===== src/rtl/mux4_arb_pkg.sv =====
// Shared types and sizes for the 4-requester round-robin mux arbiter.
package mux4_arb_pkg;

  localparam int unsigned N_REQ = 4;
  localparam int unsigned IDX_W = 2;

  typedef enum logic {
    IDLE  = 1'b0,
    GRANT = 1'b1
  } state_t;

endpackage


===== src/rtl/mux4_arbiter_rr_pick.sv =====
// rr_pick: rotate-priority encoder; the first set request at or after ptr wins.
module rr_pick
  import mux4_arb_pkg::*;
(
  input  logic [N_REQ-1:0] req,
  input  logic [IDX_W-1:0] ptr,
  output logic             any,
  output logic [IDX_W-1:0] idx
);

  logic [IDX_W-1:0] cand;

  // Scan from farthest to nearest so the candidate closest to ptr is written last.
  always_comb begin
    any  = 1'b0;
    idx  = '0;
    cand = '0;
    for (int k = int'(N_REQ) - 1; k >= 0; k--) begin
      cand = ptr + IDX_W'(k);
      if (req[cand]) begin
        any = 1'b1;
        idx = cand;
      end
    end
  end

endmodule


===== src/rtl/mux4_arbiter.sv =====
// mux4_arbiter: round-robin owner of a shared 4:1 mux with a one-cycle handover gap.
// Optional hold-time limit and to_err pulse are compiled in with ARB_TIMEOUT_EN.
module mux4_arbiter
  import mux4_arb_pkg::*;
#(
  parameter int unsigned HOLD_MAX = 8
) (
  input  logic             clk,
  input  logic             rst,
  input  logic [N_REQ-1:0] req,
  input  logic             rel,
  output logic [N_REQ-1:0] gnt,
  output logic             s1,
  output logic             s0,
  output logic             busy,
  output logic             to_err
);

  state_t           state;
  logic [IDX_W-1:0] ptr;
  logic [IDX_W-1:0] owner_c;
  logic [IDX_W-1:0] pick_idx_c;
  logic             pick_any_c;
  logic             release_c;
  logic             timeout_c;

  // The registered select lines double as the current owner index.
  assign owner_c   = {s1, s0};
  assign release_c = rel | ~req[owner_c] | timeout_c;

  rr_pick u_pick (
    .req (req),
    .ptr (ptr),
    .any (pick_any_c),
    .idx (pick_idx_c)
  );

`ifdef ARB_TIMEOUT_EN
  localparam int unsigned     CNT_W    = $clog2(HOLD_MAX);
  localparam logic [CNT_W-1:0] CNT_LAST = CNT_W'(HOLD_MAX - 1);

  logic [CNT_W-1:0] cnt;

  assign timeout_c = (state == GRANT) && (cnt == CNT_LAST);

  // Hold-time counter: zero outside a grant, saturating count during it.
  always_ff @(posedge clk) begin
    if (rst) begin
      cnt <= '0;
    end else if ((state != GRANT) || release_c) begin
      cnt <= '0;
    end else if (cnt != CNT_LAST) begin
      cnt <= cnt + CNT_W'(1);
    end
  end
`else
  logic unused_hold;

  assign unused_hold = ^HOLD_MAX;
  assign timeout_c   = 1'b0;
`endif

  // Arbitration FSM with registered grant, select, busy and timeout pulse.
  always_ff @(posedge clk) begin
    if (rst) begin
      state  <= IDLE;
      ptr    <= '0;
      gnt    <= '0;
      s1     <= 1'b0;
      s0     <= 1'b0;
      busy   <= 1'b0;
      to_err <= 1'b0;
    end else begin
      to_err <= 1'b0;
      case (state)
        IDLE: begin
          if (pick_any_c) begin
            state    <= GRANT;
            gnt      <= N_REQ'(1) << pick_idx_c;
            {s1, s0} <= pick_idx_c;
            busy     <= 1'b1;
          end
        end
        GRANT: begin
          // Select lines keep the last owner through the gap so the mux never glitches.
          if (release_c) begin
            state  <= IDLE;
            gnt    <= '0;
            busy   <= 1'b0;
            ptr    <= owner_c + IDX_W'(1);
            to_err <= timeout_c & ~rel;
          end
        end
      endcase
    end
  end

endmodule

===== config.mk =====
export PLATFORM = sky130hd
export DESIGN_NAME = mux4_arbiter
export DESIGN_NICKNAME = d
export VERILOG_FILES = /design/src/rtl/mux4_arb_pkg.sv /design/src/rtl/mux4_arbiter_rr_pick.sv /design/src/rtl/mux4_arbiter.sv
export SDC_FILE = /design/constraint.sdc
export NUM_CORES = 1
export LEC_CHECK = 0
export CORE_AREA = 2 2 39 41
export CTS_CLUSTER_SIZE = 14
export DETAILED_ROUTE_END_ITERATION = 8
export DIE_AREA = 0 0 41 43
export PLACE_DENSITY = 0.74
export RECOVER_POWER = 100
export SETUP_SLACK_MARGIN = 0.3
export SKIP_LAST_GASP = 1
export SYNTH_ARGS = -nofsm -noshare
export SYNTH_HDL_FRONTEND = slang
export SYNTH_SLANG_ARGS = --single-unit

===== constraint.sdc =====
create_clock -name clk -period 3.8 [get_ports clk]
set_input_delay 0.57 -clock clk [delete_from_list [all_inputs] [get_ports clk]]
set_output_delay 0.57 -clock clk [all_outputs]
set_load 0.01 [all_outputs]

==> flow_metrics.env <==
export IMPL_status="finished clean"
export IMPL_synthCells=62
export IMPL_insertedDiodeCount=0
export IMPL_grt_max_degree=9
export IMPL_holdWs_ns=0.474
export IMPL_synth_area_leader_cell="dfxtp_1"
export IMPL_slowest_delay_ns=0.61
export IMPL_ys_seq_area_frac=0.375
export IMPL_fin_skew_ns=0.00617
export IMPL_vias_per_cell=5.66
export IMPL_syn_avg_cell_area_sq_um=8.62
export IMPL_synthTopCellsByArea="dfxtp_1 (37%), mux2i_1 (9.4%), nor2_1 (4.9%), o221ai_4 (4.9%), nand4_1 (4.7%)"
export IMPL_crit_chain="dlygate4sd3_1 -> nor4_1 -> or2_0 -> a211o_1 -> o21ai_0"
export IMPL_final_cells=91
export IMPL_post_cts_setup_buffers=0
export IMPL_setup_slack_ns=1.72
export IMPL_cts_root_buf="clkbuf_4"
export IMPL_antenna_found_initial=0
export IMPL_crit_path_end_kind="flop"
export IMPL_drc=0
export IMPL_drt_wl_total_um=1140
export IMPL_cts_tree="yes"
export IMPL_finalPower_mw=0.252
export IMPL_grt_ovfl_total=0
export IMPL_die_x_um=41
export IMPL_dr_first_iter_drc_count=25
export IMPL_die_y_um=43
export IMPL_top_layer="met4"
export IMPL_num_vias=515
export IMPL_postCtsResizedCells=0
export IMPL_cp_slowest_cell="dlygate4sd3_1"
export IMPL_clock_latency_ns=0.27
export IMPL_rsz0062_at_grt="no"
export IMPL_hold_buffers=0
export IMPL_pre_cts_slack_ns=1.65
export IMPL_synthFlopType="dfxtp_1"
export IMPL_final_hold_violation_count=0
export IMPL_grt_pass1_wl_um=1640
export IMPL_dp_cells=88
export IMPL_cp_start_kind="input pin"
export IMPL_wl_met2_um=527
export IMPL_path_clk_slew_ns=0.06
export IMPL_initial_core_util=0.386
export IMPL_yosysTopAreaCellShare=0.375
export IMPL_tightest_slew_ns=0.678
export IMPL_async_flop_share=0
export IMPL_clk_path_buf_depth=2
export IMPL_post_drt_wl_per_cell_um=12.6
export IMPL_slew_violations=0
export IMPL_synth_edf_count=0
export IMPL_hold_path_class="flop to flop"
export IMPL_final_cell_mix="dfxtp_1 (10), dlygate4sd3_1 (8), nor2_1 (7), mux2i_1 (5), clkdlybuf4s50_1 (5)"
export IMPL_ir_worst_vdd_uv=179
export IMPL_layout_cells_most_common="dfxtp_1"
export IMPL_core_sq_mm=0.00138
export IMPL_synth_seq_cells=10
export IMPL_cp_required_ns=3.94
export IMPL_wl_met1_um=516
export IMPL_critPathMaxFanout=7
export IMPL_drtPass1Iterations=4
export IMPL_fin_crit_ns=2.08
export IMPL_rows=14
export IMPL_cts_buffers=3
export IMPL_grt_pass1_vias=395
export IMPL_synthesis_nets=69
export IMPL_setup_tns_ns=0
export IMPL_met3_length_um=63
export IMPL_fin_nets=84
export IMPL_setup_viol=0
export IMPL_finalCritPeriodShare=0.548
export IMPL_io_pin_count=15
export IMPL_drv_cap=0
export IMPL_post_dp_hpwl_um=863
export IMPL_port_buffers=13
export IMPL_drive_gt1_frac=0.0400
export IMPL_leakagePower_nw=0.281
export IMPL_p_per_area_mw_per_mm2=376
export IMPL_crit_type="input pin to flop"
export IMPL_h_tree_depth=1
export IMPL_synth_cell_types=27
export IMPL_cp_arrival_ns=2.23
export IMPL_netlist_area_sq_um=534
export IMPL_slew_headroom=0.548
export IMPL_grt_total_usage=0.153
export IMPL_final_antenna_net_count=0
export IMPL_fmax_mhz=480
export IMPL_yosysWarnings=0
export IMPL_place_gp_congestion=0.735
export IMPL_dieArea_sq_mm=0.00176
export IMPL_area_growth_syn_to_layout_pct=25.5
export IMPL_cts_sinks=10
## cell usage after synthesis, drive strengths merged (2+ instances only)
cell type / instances
nor2: 7
inv: 3
nand3: 2
nand2b: 2
nand2: 2
dfxtp: 10
buf: 3
nor2b: 2
mux2i: 5
or2: 2
a21oi: 3
nor3: 2
o21ai: 4
nand4: 4
## worst paths after layout
check | from | end | slack [ns] | depth (start not counted)
worst min-delay path | gnt[1]$_SDFFE_PP0P_ | gnt[1]$_SDFFE_PP0P_ | 0.47 | 2
worst max register to register | s1$_SDFFE_PP0P_ | ptr[1]$_SDFFE_PP0P_ | 2.21 | 4
worst min register to register | gnt[1]$_SDFFE_PP0P_ | gnt[1]$_SDFFE_PP0P_ | 0.47 | 2
worst max-delay path | req[1] | gnt[0]$_SDFFE_PP0P_ | 1.72 | 5
## layer usage
layer  GRT usage  up-vias
met4       0.120        0
met1       0.173      243
met2       0.197       16
li1            -      251
met5           0        -
met3      0.0942        5
## worst max-delay path: cells and delay by family
| kind | cells | cell delay, ns |
|---|---|---|
| simple gates | 2 | 0.83 |
| buf+inv | 1 | 0.61 |
| compound gates | 2 | 0.23 |
## per-stage QoR
step,utilization,instance area [sq um]
3_3_place_gp,0.481,666
2_1_floorplan,-,534
6_report,0.485,671
3_5_place_dp,0.481,666
4_1_cts,0.497,688
5_1_grt,0.485,671
## layout make-up
cell class	count	area, sq um
fillers	138	713
multi-input cells	46	287
flip-flops and latches	10	200
repair buffers	13	130
clock buffers	3	22.5
well taps	16	20.0
inverters	3	11.3
## power breakdown
part           leakage [nW]  internal (mW)  total, mW  switching [mW]
clock                0.0138         0.0366     0.0719          0.0353
sequential           0.0822          0.114      0.122         0.00791
combinational         0.185         0.0288     0.0588          0.0300
total                 0.281          0.179      0.252          0.0733
## state kept, by name, indices dropped and copies added (netlist names)
name,flops
ptr,2
gnt,4
state,1
s1,1
busy,1
s0,1
## cells by family after synthesis
| kind of cell | count (synthesis) | synth area share |
|---|---|---|
| simple gates | 25 | 0.241 |
| flops | 10 | 0.375 |
| mux | 5 | 0.0937 |
| compound gates | 14 | 0.211 |
| other cells | 1 | 0.00702 |
| buf+inv | 6 | 0.0562 |
| xor+xnor | 1 | 0.0164 |
(Power assumes the default switching activity.)
